File: src/rtl/quasar_gate_pkg.sv
// Shared types and fixed-point helpers for the single-qubit gate datapath.
// Contents: gate opcode and sequencer state enums, complex amplitude struct,
// fixed-point format constants, INV_SQRT2 and a saturation helper.
// Optional feature macro: GATE_SEQ_HADAMARD_EN (makes op 4 = H legal).
package quasar_gate_pkg;

  // Fixed-point amplitude format shared by the whole state-vector datapath.
  localparam int unsigned FIXED_WIDTH = 16;
  localparam int unsigned FIXED_FRAC  = 14;
  // Wide enough for any intermediate before saturation (products included).
  localparam int unsigned SAT_W       = 2 * FIXED_WIDTH + 2;

`ifdef GATE_SEQ_HADAMARD_EN
  localparam bit HADAMARD_EN = 1'b1;
`else
  localparam bit HADAMARD_EN = 1'b0;
`endif

  typedef enum logic [2:0] {
    OP_I = 3'd0,
    OP_X = 3'd1,
    OP_Z = 3'd2,
    OP_S = 3'd3,
    OP_H = 3'd4
  } gate_op_t;

  typedef enum logic [2:0] {
    ST_IDLE,
    ST_RD0,
    ST_RD1,
    ST_APPLY,
    ST_WR0,
    ST_WR1,
    ST_FIN
  } seq_state_t;

  typedef struct packed {
    logic signed [FIXED_WIDTH-1:0] re;
    logic signed [FIXED_WIDTH-1:0] im;
  } amp_t;

  // round(sqrt(n)); used at elaboration to derive INV_SQRT2.
  function automatic int unsigned round_sqrt(input longint unsigned n);
    longint unsigned r;
    longint unsigned t;
    r = 0;
    for (int b = 31; b >= 0; b--) begin
      t = r | (64'(1) << b);
      if (t * t <= n) r = t;
    end
    if (n > r * r + r) r = r + 64'(1);
    return 32'(r);
  endfunction

  // round(2^FRAC / sqrt(2)) == round(sqrt(2^(2*FRAC-1)))
  localparam logic signed [FIXED_WIDTH-1:0] INV_SQRT2 =
    FIXED_WIDTH'(round_sqrt(64'(1) << (2 * FIXED_FRAC - 1)));

  localparam logic signed [SAT_W-1:0] SAT_MAX =
    SAT_W'((64'(1) << (FIXED_WIDTH - 1)) - 64'(1));
  localparam logic signed [SAT_W-1:0] SAT_MIN = -SAT_MAX - SAT_W'(1);

  // Clamp a wide signed intermediate into the amplitude range.
  function automatic logic signed [FIXED_WIDTH-1:0] sat_fixed(
    input logic signed [SAT_W-1:0] x
  );
    if (x > SAT_MAX) return FIXED_WIDTH'(SAT_MAX);
    if (x < SAT_MIN) return FIXED_WIDTH'(SAT_MIN);
    return FIXED_WIDTH'(x);
  endfunction

endpackage

File: src/rtl/gate_pair_apply.sv
// Combinational transform of one amplitude pair (a = |0>, b = |1>).
// Ports: op (gate), a/b (input pair), a_new_c/b_new_c (transformed pair).
// Macro GATE_SEQ_HADAMARD_EN builds the H path (one multiplier pair per lane).
module gate_pair_apply
  import quasar_gate_pkg::*;
(
  input  gate_op_t op,
  input  amp_t     a,
  input  amp_t     b,
  output amp_t     a_new_c,
  output amp_t     b_new_c
);

  // Saturating negation: -MIN clamps to MAX.
  function automatic logic signed [FIXED_WIDTH-1:0] neg_sat(
    input logic signed [FIXED_WIDTH-1:0] x
  );
    return sat_fixed(-SAT_W'(x));
  endfunction

`ifdef GATE_SEQ_HADAMARD_EN
  localparam int unsigned SW = FIXED_WIDTH + 1;
  localparam int unsigned PW = SW + FIXED_WIDTH;
  localparam logic signed [PW-1:0] HALF = PW'(64'(1) << (FIXED_FRAC - 1));

  // (s * INV_SQRT2), rounded half-up, rescaled and saturated.
  function automatic logic signed [FIXED_WIDTH-1:0] scale(
    input logic signed [SW-1:0] s
  );
    logic signed [PW-1:0] p;
    p = PW'(s) * PW'(INV_SQRT2);
    p = p + HALF;
    return sat_fixed(SAT_W'(p >>> FIXED_FRAC));
  endfunction

  logic signed [SW-1:0] sum_re, dif_re, sum_im, dif_im;
  amp_t                 h_a, h_b;

  // Sums carried one bit wider so a+b / a-b never wrap.
  always_comb begin
    sum_re = SW'(a.re) + SW'(b.re);
    dif_re = SW'(a.re) - SW'(b.re);
    sum_im = SW'(a.im) + SW'(b.im);
    dif_im = SW'(a.im) - SW'(b.im);
    h_a    = '{re: scale(sum_re), im: scale(sum_im)};
    h_b    = '{re: scale(dif_re), im: scale(dif_im)};
  end
`endif

  always_comb begin
    a_new_c = a;
    b_new_c = b;
    case (op)
      OP_X: begin
        a_new_c = b;
        b_new_c = a;
      end
      OP_Z: b_new_c = '{re: neg_sat(b.re), im: neg_sat(b.im)};
      OP_S: b_new_c = '{re: neg_sat(b.im), im: b.re};
`ifdef GATE_SEQ_HADAMARD_EN
      OP_H: begin
        a_new_c = h_a;
        b_new_c = h_b;
      end
`endif
      default: ;
    endcase
  end

endmodule

File: src/rtl/gate_sequencer.sv
// Sequences one single-qubit gate over a 2^NUM_QUBITS amplitude state vector
// held in an external single-port RAM (read data returns one cycle later).
// Ports: clk/rst (sync, active-high); instr_valid/instr_ready/instr_op/
// instr_target (instruction handshake); mem_addr/mem_rd_en/mem_rdata_*/
// mem_wr_en/mem_wdata_* (RAM); busy/done/err (status).
// Macro GATE_SEQ_HADAMARD_EN makes op 4 (H) legal; otherwise it is illegal.
module gate_sequencer
  import quasar_gate_pkg::*;
#(
  parameter int unsigned NUM_QUBITS = 4
) (
  input  logic                                clk,
  input  logic                                rst,
  input  logic                                instr_valid,
  output logic                                instr_ready,
  input  logic [2:0]                          instr_op,
  input  logic [$clog2(NUM_QUBITS):0]         instr_target,
  output logic [NUM_QUBITS-1:0]               mem_addr,
  output logic                                mem_rd_en,
  input  logic signed [FIXED_WIDTH-1:0]       mem_rdata_real,
  input  logic signed [FIXED_WIDTH-1:0]       mem_rdata_imag,
  output logic                                mem_wr_en,
  output logic signed [FIXED_WIDTH-1:0]       mem_wdata_real,
  output logic signed [FIXED_WIDTH-1:0]       mem_wdata_imag,
  output logic                                busy,
  output logic                                done,
  output logic                                err
);

  localparam int unsigned AW = NUM_QUBITS;
  localparam int unsigned TW = $clog2(NUM_QUBITS) + 1;
  localparam int unsigned KW = AW - 1;

  seq_state_t    state_q, state_d;
  gate_op_t      op_q, op_d;
  logic [TW-1:0] tgt_q, tgt_d;
  logic [KW-1:0] k_q, k_d;
  amp_t          a_q, a_d;
  amp_t          b_q, b_d;
  amp_t          rd_c, a_new_c, b_new_c;
  logic          op_legal_c, tgt_legal_c;
  logic          err_d;
  logic [AW-1:0] bit_c, lo_mask_c, kx_c, i0_c, i1_c;
  logic [AW-1:0] addr_d;
  logic          ready_d, busy_d, done_d, rd_d, wr_d;
  amp_t          wdata_d;

  assign rd_c = {mem_rdata_real, mem_rdata_imag};

  gate_pair_apply u_apply (
    .op      (op_q),
    .a       (a_q),
    .b       (rd_c),
    .a_new_c (a_new_c),
    .b_new_c (b_new_c)
  );

  // Instruction legality.
  always_comb begin
    tgt_legal_c = instr_target < TW'(NUM_QUBITS);
    case (instr_op)
      3'd0, 3'd1, 3'd2, 3'd3: op_legal_c = 1'b1;
      3'd4:                   op_legal_c = HADAMARD_EN;
      default:                op_legal_c = 1'b0;
    endcase
  end

  // Next-state and datapath captures.
  always_comb begin
    state_d = state_q;
    op_d    = op_q;
    tgt_d   = tgt_q;
    k_d     = k_q;
    a_d     = a_q;
    b_d     = b_q;
    err_d   = 1'b0;
    case (state_q)
      ST_IDLE: begin
        if (instr_valid) begin
          k_d   = '0;
          tgt_d = instr_target;
          if (!(op_legal_c && tgt_legal_c)) begin
            op_d    = OP_I;
            err_d   = 1'b1;
            state_d = ST_FIN;
          end else if (instr_op == 3'(OP_I)) begin
            op_d    = OP_I;
            state_d = ST_FIN;
          end else begin
            op_d    = gate_op_t'(instr_op);
            state_d = ST_RD0;
          end
        end
      end
      ST_RD0:   state_d = ST_RD1;
      ST_RD1: begin
        a_d     = rd_c;
        state_d = ST_APPLY;
      end
      ST_APPLY: begin
        b_d     = b_new_c;
        state_d = ST_WR0;
      end
      ST_WR0:   state_d = ST_WR1;
      ST_WR1: begin
        if (k_q == {KW{1'b1}}) begin
          state_d = ST_FIN;
        end else begin
          k_d     = k_q + KW'(1);
          state_d = ST_RD0;
        end
      end
      ST_FIN:   state_d = ST_IDLE;
      default:  state_d = ST_IDLE;
    endcase
  end

  // Pair addresses for the upcoming cycle: insert a 0 (i0) or 1 (i1) at target.
  always_comb begin
    kx_c      = AW'(k_d);
    bit_c     = AW'(1) << tgt_d;
    lo_mask_c = bit_c - AW'(1);
    i0_c      = ((kx_c & ~lo_mask_c) << 1) | (kx_c & lo_mask_c);
    i1_c      = i0_c | bit_c;
  end

  // Registered outputs decoded from the next state.
  always_comb begin
    ready_d = (state_d == ST_IDLE);
    busy_d  = (state_d != ST_IDLE);
    done_d  = (state_d == ST_FIN);
    rd_d    = (state_d == ST_RD0) || (state_d == ST_RD1);
    wr_d    = (state_d == ST_WR0) || (state_d == ST_WR1);
    addr_d  = mem_addr;
    wdata_d = {mem_wdata_real, mem_wdata_imag};
    case (state_d)
      ST_RD0: addr_d = i0_c;
      ST_RD1: addr_d = i1_c;
      ST_WR0: begin
        addr_d  = i0_c;
        wdata_d = a_new_c;
      end
      ST_WR1: begin
        addr_d  = i1_c;
        wdata_d = b_q;
      end
      default: ;
    endcase
  end

  always_ff @(posedge clk) begin
    if (rst) begin
      state_q        <= ST_IDLE;
      op_q           <= OP_I;
      tgt_q          <= '0;
      k_q            <= '0;
      a_q            <= '0;
      b_q            <= '0;
      instr_ready    <= 1'b1;
      busy           <= 1'b0;
      done           <= 1'b0;
      err            <= 1'b0;
      mem_rd_en      <= 1'b0;
      mem_wr_en      <= 1'b0;
      mem_addr       <= '0;
      mem_wdata_real <= '0;
      mem_wdata_imag <= '0;
    end else begin
      state_q        <= state_d;
      op_q           <= op_d;
      tgt_q          <= tgt_d;
      k_q            <= k_d;
      a_q            <= a_d;
      b_q            <= b_d;
      instr_ready    <= ready_d;
      busy           <= busy_d;
      done           <= done_d;
      err            <= err_d;
      mem_rd_en      <= rd_d;
      mem_wr_en      <= wr_d;
      mem_addr       <= addr_d;
      mem_wdata_real <= wdata_d.re;
      mem_wdata_imag <= wdata_d.im;
    end
  end

endmodule

File: config.mk
export PLATFORM = sky130hd
export DESIGN_NAME = gate_sequencer
export DESIGN_NICKNAME = d
export VERILOG_FILES = /design/src/rtl/quasar_gate_pkg.sv /design/src/rtl/gate_pair_apply.sv /design/src/rtl/gate_sequencer.sv
export SDC_FILE = /design/constraint.sdc
export NUM_CORES = 1
export LEC_CHECK = 0
export BUFFER_PORTS_ARGS = -buffer_cell sky130_fd_sc_hd__buf_2
export CORE_UTILIZATION = 40
export CTS_CLUSTER_SIZE = 25
export DETAILED_ROUTE_END_ITERATION = 8
export HOLD_SLACK_MARGIN = 0.06
export PLACE_DENSITY = 0.59
export SLEW_MARGIN = 20
export SYNTH_ARGS = -nofsm -noshare
export SYNTH_HDL_FRONTEND = slang
export SYNTH_HIERARCHICAL = 1
export SYNTH_SLANG_ARGS = --single-unit
File: constraint.sdc
create_clock -name clk -period 9.8 [get_ports clk]
set_input_delay 1.96 -clock clk [delete_from_list [all_inputs] [get_ports clk]]
set_output_delay 1.96 -clock clk [all_outputs]
set_load 0.02 [all_outputs]
### Word level (Yosys, flattened, before mapping)

Cells that the tools add are included.

| operators by class | value |
|---|---|
| $add $sub $neg | 4 |
| order comparisons | 5 |
| equal/unequal tests | 17 |
| shift-type cells | 1 |
| mux-type cells | 41 |
| bitwise operators | 7 |
| reduce and logical (&&, ||, !) cells | 14 |

Operators by type and width:

| operator | count |
|---|---|
| $mux W16 | 10 |
| $pmux W32 S3 | 1 |
| $gt A34 B16 Y1 const B | 2 |
| $lt A34 B16 Y1 const B | 2 |
| $neg A16 Y34 | 2 |
| $pmux W32 S2 | 1 |
| $mux W32 | 1 |
| $mux W3 | 10 |
| $eq A3 B2 Y1 const B | 7 |
| $eq A3 B3 Y1 const B | 6 |
| $pmux W3 S6 | 1 |
| $mux W1 | 15 |
| $eq A3 B1 Y1 const B | 4 |
| $logic_not A3 Y1 | 3 |
| $or A4 B4 Y4 | 2 |
| $pmux W4 S2 | 1 |
| $pmux W3 S2 | 1 |
| $and A3 B4 Y4 | 1 |
| $reduce_bool A2 Y1 | 2 |
| $reduce_or A2 Y1 | 2 |
| $reduce_or A4 Y1 | 1 |
| $shl A1 B3 Y4 const A | 1 |
| $sub A4 B1 Y4 const B | 1 |
| $add A3 B1 Y3 const B | 1 |
| other kinds (9) | 11 |

| storage, ports and cells | value |
|---|---|
| register bits | 118 |
| logic and storage cells | 106 |

### Depth between registers and ports, before layout

Gate-level depths: netlist of run 1.

| logic depth | value |
|---|---|
| depth in word-level cells | 10 |
| mapped depth | 16 |
| depth with buffers taken out | 15 |

### By module

Netlist of run 1, hierarchy kept.

By module, submodules not included:

| module | instances | cells each | area each (µm²) | seq. area each (µm²) |
|---|---|---|---|---|
| gate_sequencer | 1 | 517 | 4619.4 | 2362.3 |
| gate_pair_apply | 1 | 350 | 2194.6 | 0.0 |

### Least setup slack after synthesis of run 1

OpenSTA, ideal clock, no wires.

| path | value |
|---|---|
| kind | in2reg |
| start point | input mem_rdata_real[1] |
| end point | register b_q[26] (netlist bit) |
| library setup time | 0.070 ns |
| data arrival time | 4.709 ns |
| required time | 9.730 ns |
| setup slack | 5.020 ns |
| stages on the path | 16 |
| cells stage by stage | inv_1 ha_1 or4b_4 nor3_1 nand4_1 ha_1 nor2_1 nand3_1 a31o_2 a31o_2 buf_4 o31ai_1 a22oi_1 nand3_1 nand2_1 a21oi_1 |

RTL lines:

| what | RTL line | source |
|---|---|---|
| start: declaration | gate_sequencer.sv:20 | `input logic signed [FIXED_WIDTH-1:0] mem_rdata_real,` |
| end signal: assignment | gate_sequencer.sv:158 | `b_q <= '0;` |
| end signal: assignment | gate_sequencer.sv:174 | `b_q <= b_d;` |
| end: declaration | gate_sequencer.sv:39 | `amp_t b_q, b_d;` |

==> results of run 1 <==
layout make-up:
class | instances | area (sq um) | share of cell area [%]
Multi-Input combinational cell | 671 | 4120 | 51.8
Sequential cell | 118 | 2360 | 29.7
Timing Repair Buffer | 96 | 519 | 6.53
Clock buffer | 19 | 453 | 5.70
Tap cell | 220 | 275 | 3.46
Clock inverter | 12 | 178 | 2.23
Inverter | 13 | 48.8 | 0.614
worst max-delay path, stage by stage:
cell and delay, ns:
buf_2 0.14, inv_1 0.06, ha_1 0.19, or4b_1 0.53, nor3_1 0.48, nand3_1 0.17
ha_1 0.31, nor2_1 0.11, nand3_1 0.09, a21o_1 0.18, a21oi_1 0.89, a22oi_1 0.15
o311a_1 0.20, o21ai_1 0.12, nand2_1 0.06, a21oi_1 0.14
cells in the final DEF (no fill, tap or decap), types with 9 or more instances in the layout:
master,n
nand2_1,195
dfxtp_1,118
a21oi_1,109
buf_2,82
nor2_1,53
mux2i_1,35
mux2_2,32
o2bb2ai_1,32
o21ai_0,19
nor3_1,18
clkbuf_16,17
nand3_1,14
o32a_1,14
inv_1,13
buf_4,13
nand2b_1,11
xnor2_1,10
nor3b_1,9
a22oi_1,9
sequential cells by signal, summed over array words and instances (netlist names):
| signal | count |
|---|---|
| tgt_q | 3 |
| mem_wr_en | 1 |
| busy | 1 |
| a_q | 32 |
| err | 1 |
| mem_wdata_imag | 16 |
| state_q | 3 |
| mem_addr | 4 |
| b_q | 32 |
| op_q | 3 |
| k_q | 3 |
| mem_rd_en | 1 |
| done | 1 |
| mem_wdata_real | 16 |
| instr_ready | 1 |
path summary, 6_finish.rpt:
check	from	endpoint	slack, ns	cells after the start
worst max-delay path	mem_rdata_imag[0]	b_q[19]$_SDFFE_PP0N_	4.36	16
worst min-delay path	b_q[31]$_SDFFE_PP0N_	b_q[31]$_SDFFE_PP0N_	0.45	2
worst max register to register	op_q[1]$_SDFFE_PP0P_	b_q[19]$_SDFFE_PP0N_	6.67	8
worst min register to register	b_q[31]$_SDFFE_PP0N_	b_q[31]$_SDFFE_PP0N_	0.45	2
routing by layer:
metal,up-vias,wire [microns],part of all wire [%]
met2,160,9250,45
met3,24,982,4.8
met4,0,355,1.7
met1,3030,9770,48
met5,-,0,0
li1,3184,-,-
cell families (layout without fill, tap and decap cells):
group                    Yosys count  count (layout)  share of synthesized area, %
flip-flops                       118             118                          34.7
XOR/XNOR                          17              17                          2.19
adder cells (fa/ha/maj)            8               8                          1.47
AND/OR/NAND/NOR                  341             341                          22.5
buffers and inverters             78             140                          5.05
multiplexers                      68              68                          10.8
AO/OA/AOI/OAI                    237             237                          23.4
power by group through the flow:
stage / registers [W] / logic (W) / clock network [W]
3_3_place_gp: 0.000568 / 0.000387 / 0
6_report: 0.000559 / 0.000394 / 0.000663
3_5_place_dp: 0.000569 / 0.000389 / 0
4_1_cts: 0.000559 / 0.000391 / 0.000676
5_1_grt: 0.000566 / 0.000429 / 0.000702
2_1_floorplan: 0.000573 / 0.000281 / 0
stage by stage:
step	setup slack (ns)	hold WS [ns]	cells	cell area, sq um	total power, W
floorplan	5.02	0.431	867	6810	0.000853
global placement	4.06	0.439	1117	7310	0.000956
detailed placement	4.04	0.442	1117	7310	0.000958
CTS	4.47	0.454	1148	7940	0.00163
global route	4.07	0.471	1149	7950	0.00170
finish	4.36	0.454	1149	7950	0.00162
==> summary.md, run 1 <==
| Metric | Value |
|---|---|
| Via count | ~6,400 |
| Power share of the clock group | 41.1% |
| Io pins | 83 |
| Synth unique cells | 70 |
| Crit path max fanout | 12 |
| Total Routing Usage GR | between 20% and 30% |
| Global-route wire length before repair | 33,100 microns |
| Die Height | 133 microns |
| Gates resized, CTS repair | 0 |
| Top_reg_cell synth | dfxtp_1 |
| HP Class | reg2reg |
| Worst-Skew Late Latency | 0.43 ns |
| Post-synth top cells | nand2_1 (195), dfxtp_1 (118), a21oi_1 (109) |
| TritonCTS clock tree | done |
| Met1 global-route usage | 32.9% |
| Rel. slew slack | 22.5% |
| Cts-stage hold buffer count | 0 |
| Cell taking the most area after synthesis | dfxtp_1 |
| Switching power share of the total | 31.1% |
| Postcts setup bufs | 0 |
| Worst-margin pin slew | 1.16 ns |
| Status | finished clean |
| Post-synthesis sequential area ratio | 34.7% |
| Reg clk slew, reported paths | approximately 0.05 ns |
| Mapped Nets | around 920 |
| Layout cell share with drive strength beyond 1 | between 10% and 20% |
| Most used routing layer | met2 |
| Post-synthesis cell area | slightly below 7000 sq um |
| Post-synth EDFFs | 0 |
| Max clock buf depth | 2 |
| Crit path capture type | flop |
| Share of the synthesized area in the top cell type | 34.7% |
| Router iterations before antenna repair | 5 |
| Area Overhead vs Synth | 16.7% |
| Final Skew | 0.00753 ns |
| Worst Setup Path Type | in2reg |
| Port Buffer Count | 82 |
| Filler cell count | between 1,500 and 2,000 |
| Avg Synthesized Cell Area | a little under 8 sq um |
| Total CTS buffers | 17 |
| Maxcap violations | 0 |
| Pwr Density | 203 nW/um^2 |
| Main area contributors after synthesis | dfxtp_1 (35%), nand2_1 (11%), a21oi_1 (8.0%), mux2_2 (5.3%), mux2i_1 (5.1%) |
| Initial antenna violation count | 0 |
| Combinational share of power | 24.4% |
| P_sw | between 0.0005 and 0.0006 W |
| Detail Placement HPWL | 14,100 microns |
| Initial Utilization | 41.1% |
| Die area | 17,600 sq um |
| Most frequent cell after synthesis | nand2_1 |
| DR WL/cell | ~18 microns |
| Fmax | roughly 180 MHz |
| # DRC | 0 |
| GRT overflow | 0 |
| Initial DRC count | 526 |
| Num rows | 47 |
| Worst EP required | between 10 and 15 ns |
| Vias per cell | between 5 and 6 |
| #FFs+latches synth | between 100 and 150 |
| Post-synth ARST share | 0% |
| Core Box Area | 16,600 sq um |
| Number of H-tree levels | 4 |
| Gpl congestion | approximately 0.97 |
| Setup violations, final | 0 |
| Routed Antenna Nets | 0 |
| Final Critical Period | 5.44 ns |
| RSZ-0062 raised after global routing | false |
| Critical Path Source Type | input pin |
| Largest net degree at the start of global routing | 86 |
| Vias in the first global route | 5,921 |
| Maximum vdd ir drop | ~0.00012 V |
| Register share of total power | ~35% |
| Setup TNS | 0 ns |
| Met3 Track Usage GR | 5.13% |
| ANT cells | 0 |
| Clk sinks | 118 |
| Warnings, synthesis | 6 |
| Leakage | 2.97 nW |
| Critical Path AT | 5.78 ns |
| Internal Pwr Total | 0.00111 W |
| Final Hold Vio Count | 0 |
| Final net count | roughly 970 |
| Root Driver | clkbuf_16 |
| Final wirelength | a little over 20,000 microns |
| Met2 usage | 37.0% |
| Post-Syn Instances | slightly below 900 |
| Die W | 133 microns |
| Final Max Tran Viols | 0 |
| Final core utilization | 47.9% |
| Period Utilization, post-route | 55.5% |
No activity file was read; power rests on OpenSTA's default activity.
==> run 2, diff against run 1 <==
- PLACE_DENSITY: 0.59 -> 0.62
- clock period: 9.8 -> 4.8 ns (I/O delays scaled with it)
==> summary.md, run 2 (synthesis gave the netlist of run 1 again) <==
| Metric | Value |
|---|---|
| Area Overhead vs Synth | 16.3% |
| Maximum vdd ir drop | 0.000250 V (+110%) |
| RSZ-0062 raised after global routing | false |
| Worst Slack Setup Final | 0.715 ns (-3.64 ns) |
| Top delay family on crit path | simple AND/OR/NAND/NOR gates |
| PnR Total Power | 0.00325 W (+100%) |
| Gates resized, CTS repair | 0 (unchanged) |
| Die area | 17,600 sq um (unchanged) |
| Global-route wire length before repair | 32,900 microns (-0.63%) |
| Crit path max fanout | 16 (+4) |
| Status | finished clean |
| Final Hold Vio Count | 0 (unchanged) |
| Total Routing Usage GR | 23.7% (-0.13 points) |
| Largest net degree at the start of global routing | 45 (-48%) |
| Num rows | 47 (unchanged) |
| Register share of total power | 35.1% (+0.5 points) |
| Internal Pwr Total | 0.00223 W (+100%) |
| Reg clk slew, reported paths | 0.05 ns (about the same) |
| Most frequent CP cell | ha_1 |
| Io pins | 83 (unchanged) |
| Pre-CTS WS | 0.397 ns (-3.64 ns) |
| Gpl congestion | 0.967 (-0.14%) |
| Pwr Density | 410 nW/um^2 (+100%) |
| Vias in the first global route | 6,090 (+2.9%) |
| Bufs and invs on worst path | 2 (unchanged) |
| Rel. slew slack | 40.2% (+18 points) |
| Cts-stage hold buffer count | 0 (unchanged) |
| Fmax | 245 MHz |
| Worst-Skew Late Latency | 0.42 ns (about the same) |
| Critical Path AT | 4.37 ns (-1.41 ns) |
| GRT overflow | 0 (unchanged) |
| Crit path cell chain | buf_2, inv_1, ha_1, or4b_1, nor3_1, nand3_1, ha_1, nor2_1, and4_1, or2_1, o22a_4, o311ai_0, a22o_1, nand2_1, a21oi_1 |
| Final wirelength | 20,600 microns (+0.96%) |
| Combinational share of power | 24.7% (+0.3 points) |
| Layout cell share with drive strength beyond 1 | 19.6% (-0.13 points) |
| Largest registers | a_q: 32 flops, b_q: 32 flops |
| # DRC | 0 (unchanged) |
| Final core utilization | 47.8% (-0.14 points) |
| Setup TNS | 0 ns (unchanged) |
| Router iterations before antenna repair | 5 (unchanged) |
| Postcts setup bufs | 0 (unchanged) |
| Detail Placement HPWL | 14,200 microns (+0.92%) |
| ANT cells | 0 (unchanged) |
| Core Box Area | 16,600 sq um (unchanged) |
| P_sw | 0.00102 W (+100%) |
| Switching power share of the total | 31.3% (+0.20 points) |
| Port Buffer Count | 82 (unchanged) |
| Clk sinks | 118 (unchanged) |
| HP Class | reg2reg |
| Most frequent cells in the layout | nand2_1 (195), dfxtp_1 (118), a21oi_1 (109), buf_2 (82), nor2_1 (53) |
| Final net count | 967 (+0.10%) |
| Setup violations, final | 0 (unchanged) |
| Period Utilization, post-route | 85.1% |
| Total CTS buffers | 17 (unchanged) |
| Crit path capture type | flop |
| TritonCTS clock tree | done |
| Number of H-tree levels | 4 (unchanged) |
| Die W | 133 microns (unchanged) |
| Final Max Tran Viols | 0 (unchanged) |
| Routed Antenna Nets | 0 (unchanged) |
| Max clock buf depth | 2 (unchanged) |
| Die Height | 133 microns (unchanged) |
| Critical Path Source Type | input pin |
| Final Skew | 0.00775 ns (+0.000224 ns) |
| Root Driver | clkbuf_16 |
| Critical path's slowest cell | or4b_1 |
| Leakage | 2.97 nW (about the same) |
| Crit-path max cell delay | 0.55 ns (-0.34 ns) |
| Final Critical Period | 4.08 ns |
| Maxcap violations | 0 (unchanged) |
| Initial Utilization | 41.1% (unchanged) |
| Worst EP required | 5.09 ns (-5.05 ns) |
| Worst-margin pin slew | 0.895 ns (-0.267 ns) |
| Initial DRC count | 526 (unchanged) |
| Vias per cell | 5.65 (+1.5%) |
| Worst Setup Path Type | in2reg |
| Initial antenna violation count | 0 (unchanged) |
| Power share of the clock group | 40.2% (-0.9 points) |
| Via count | 6,497 (+1.5%) |
| DR WL/cell | 17.9 microns (+0.87%) |
| Commonest non-fill, non-tap cell in the layout | nand2_1 |
## run 2: worst register-to-register path, cell delays in order, from the launching register on
cell and delay, ns:
dfxtp_1 0.84, nor2b_1 0.34, nand2b_1 0.44, a31o_2 0.51, o31ai_1 0.29, a22oi_1 0.13
o211ai_1 0.13, nand2_1 0.08, a21oi_1 0.12
## run 2: path summary, 6_finish.rpt
path                             start                    to  slack (ns)  cells after the start
hold / removal    b_q[10]$_SDFFE_PP0N_  b_q[10]$_SDFFE_PP0N_        0.45                      2
hold reg to reg   b_q[10]$_SDFFE_PP0N_  b_q[10]$_SDFFE_PP0N_        0.45                      2
setup / recovery     mem_rdata_imag[0]  b_q[18]$_SDFFE_PP0N_        0.72                     15
setup reg to reg  op_q[1]$_SDFFE_PP0P_  b_q[28]$_SDFFE_PP0N_        1.86                      8
## run 2: area by class of cell
type | count | area (sq um)
multi-input combinational | 671 | 4120
clock inverter | 9 | 125
tap | 220 | 275
sequential | 118 | 2360
fill | 1685 | 8660
clock buffer | 22 | 474
timing repair buffer | 97 | 527
inverter | 13 | 48.8
## run 2: power groups by stage
stage	logic [W]	registers [W]	clock network, W
floorplan	0.000573	0.00117	0
global placement	0.000790	0.00116	0
detailed placement	0.000798	0.00116	0
CTS	0.000802	0.00114	0.00133
global route	0.000882	0.00115	0.00137
finish	0.000804	0.00114	0.00131
## run 2: through the flow
step                      instance area (sq um)  cells  hold WS [ns]
after floorplan                            6810    867         0.431
after global placement                     7320   1118         0.440
after detailed placement                   7320   1118         0.443
after CTS                                  7920   1149         0.454
after global routing                       7930   1150         0.472
final                                      7930   1150         0.453
## run 2: routing by layer
layer	up-vias	GRT usage (%)	share of wire [%]
met5	-	0	0
met3	24	6.36	6.3
met1	3103	31.3	46
li1	3190	-	-
met4	0	8.17	1.7
met2	180	37.3	46
==> run 3, diff against run 2 <==
- MAX_ROUTING_LAYER: not set -> met4
==> summary.md, run 3 (synthesis gave the netlist of run 1 again) <==
| Metric | Value |
|---|---|
| Status | finished clean |
| Port Buffer Count | 82 (unchanged) |
| Worst Setup Path Type | in2reg |
| Die Height | 133 microns (unchanged) |
| Postcts setup bufs | 0 (unchanged) |
| Gates resized, CTS repair | 0 (unchanged) |
| Final Max Tran Viols | 0 (unchanged) |
| HP Class | reg2reg |
| Bufs and invs on worst path | 3 (+1) |
| Cts-stage hold buffer count | 0 (unchanged) |
| Crit path cell chain | buf_2, inv_1, ha_1, or4b_1, nor3_1, buf_4, nand3_1, ha_1, nor2_1, and4_1, or2_1, o22a_4, o311ai_0, a22o_1, nand2_1, a21oi_1 |
| Initial antenna violation count | 0 (unchanged) |
| Period Utilization, post-route | 80.4% (-4.7 points) |
| Filler cell count | 1,687 (+0.12%) |
| DR WL/cell | 18.0 microns (+0.64%) |
| Worst reg2reg path endpoint | b_q[18]$_SDFFE_PP0N_ |
| Largest net degree at the start of global routing | 44 (-2.2%) |
| Critical Path AT | 4.14 ns (-0.23 ns) |
| Io pins | 83 (unchanged) |
| # DRC | 0 (unchanged) |
| Worst-Skew Late Latency | 0.43 ns (about the same) |
| Reg2Reg Setup Slack | 1.79 ns (-0.07 ns) |
| Crit path max fanout | 16 (unchanged) |
| Max clock buf depth | 2 (unchanged) |
| Vias in the first global route | 6,052 (-0.62%) |
| Crit path capture type | flop |
| Commonest non-fill, non-tap cell in the layout | nand2_1 |
| Top delay family on crit path | simple AND/OR/NAND/NOR gates |
| Worst r2r src | op_q[1]$_SDFFE_PP0P_ |
| Setup violations, final | 0 (unchanged) |
| Rel. slew slack | 39.9% (-0.32 points) |
| Worst EP required | 5.08 ns (about the same) |
| Via count | 6,546 (+0.75%) |
| Setup TNS | 0 ns (unchanged) |
| Worst Slack Setup Final | 0.942 ns (+0.226 ns) |
| Gpl congestion | 0.974 (+0.80%) |
| Number of H-tree levels | 4 (unchanged) |
| Layout cell share with drive strength beyond 1 | 20.0% (+0.45 points) |
| Final net count | 970 (+0.31%) |
| Fmax | 259 MHz (+5.9%) |
| Cell count after placement | 1,122 (+0.36%) |
| TritonCTS clock tree | done |
| Leakage | 2.99 nW (+0.77%) |
| RSZ-0062 raised after global routing | false |
| Critical Path End | b_q[18]$_SDFFE_PP0N_ |
| Maxcap violations | 0 (unchanged) |
| Crit-path max cell delay | 0.55 ns (about the same) |
| Final Skew | 0.0102 ns (+0.00240 ns) |
| Num rows | 47 (unchanged) |
| Total Routing Usage GR | 24.6% (+0.88 points) |
| Total CTS buffers | 17 (unchanged) |
| Hold depth | 2 (unchanged) |
| Final wirelength | 20,800 microns (+0.99%) |
| Most frequent CP cell | ha_1 |
| Crit path from | mem_rdata_imag[0] |
| Initial DRC count | 621 (+18%) |
| Critical path's slowest cell | or4b_1 |
| Detail Placement HPWL | 14,200 microns (-0.29%) |
| Pre-CTS WS | 0.582 ns (+0.184 ns) |
| WHS | 0.452 ns (-0.00105 ns) |
| Final cell count without fillers | 1,154 (+0.35%) |
| Worst-margin pin slew | 0.900 ns (+0.00487 ns) |
| Final Critical Period | 3.86 ns (-0.226 ns) |
| Pwr Density | 421 nW/um^2 (+2.7%) |
| Router iterations before antenna repair | 7 (+2) |
| R2r worst-path depth | 7 (-1) |
| Critical Path Source Type | input pin |
| Initial Utilization | 41.1% (unchanged) |
| Vias per cell | 5.67 (+0.40%) |
| Area Overhead vs Synth | 17.5% |
| Most frequent cells in the layout | nand2_1 (195), dfxtp_1 (118), a21oi_1 (109), buf_2 (82), nor2_1 (53) |
| Largest registers | a_q: 32 flops, b_q: 32 flops |
| WP depth | 16 (+1) |
| Final Hold Vio Count | 0 (unchanged) |
| Root Driver | clkbuf_16 |
| GRT overflow | 0 (unchanged) |
| ANT cells | 0 (unchanged) |
| Global-route wire length before repair | 33,000 microns (+0.17%) |
| Core Box Area | 16,600 sq um (unchanged) |
| Maximum vdd ir drop | 0.000298 V (+19%) |
| Die area | 17,600 sq um (unchanged) |
| Routed Antenna Nets | 0 (unchanged) |
| Die W | 133 microns (unchanged) |
| Clk sinks | 118 (unchanged) |
| Reg clk slew, reported paths | 0.05 ns (about the same) |
| Final core utilization | 48.3% (+0.46 points) |
## run 3: through the flow
stage / cell area, sq um / total power [W]
after CTS: 8000 / 0.00338
after floorplan: 6810 / 0.00174
after global routing: 8000 / 0.00352
after global placement: 7350 / 0.00195
final: 8000 / 0.00337
after detailed placement: 7350 / 0.00196
## run 3: area by class of cell
cell class              instances  area (sq um)  share of cell area (%)
flip-flops and latches        118          2360                    29.5
clock buffers                  20           457                    5.71
clock inverters                12           200                    2.50
well taps                     220           275                    3.44
repair buffers                100           546                    6.82
inverters                      13          48.8                   0.610
multi-input cells             671          4120                    51.4
## run 3: metal layers
metal / up-vias / global-route usage, % / wire [microns]
li1: 3192 / - / -
met1: 3125 / 32.0 / 9700
met2: 204 / 38.1 / 9630
met3: 25 / 5.44 / 1170
met4: 0 / 7.28 / 255
met5: - / - / 0
## run 3: worst reg2reg max path: stages, from the launching register on
cell      delay, ns
dfxtp_1        0.91
nor2b_1        0.35
nand2b_1       0.43
a31o_2         0.50
o311ai_0       0.31
a22o_1         0.19
nand2_1        0.07
a21oi_1        0.17
## run 3: worst min path at each step
stage | to | slack (ns) | from
3_3_place_gp | mem_wdata_real[7]$_SDFFE_PP0P_ | 0.44 | mem_wdata_real[7]$_SDFFE_PP0P_
3_5_place_dp | mem_wdata_imag[12]$_SDFFE_PP0P_ | 0.44 | mem_wdata_imag[12]$_SDFFE_PP0P_
4_1_cts | b_q[25]$_SDFFE_PP0N_ | 0.45 | b_q[25]$_SDFFE_PP0N_
2_1_floorplan | op_q[0]$_SDFFE_PP0P_ | 0.43 | op_q[0]$_SDFFE_PP0P_
5_1_grt | mem_wdata_real[13]$_SDFFE_PP0P_ | 0.47 | mem_wdata_real[13]$_SDFFE_PP0P_
6_report | b_q[27]$_SDFFE_PP0N_ | 0.45 | b_q[27]$_SDFFE_PP0N_
## run 3: power by group
part	internal [W]	switching [W]	total [W]
sequential	0.00107	0.0000702	0.00114
combinational	0.000311	0.000495	0.000806
clock	0.000946	0.000477	0.00142
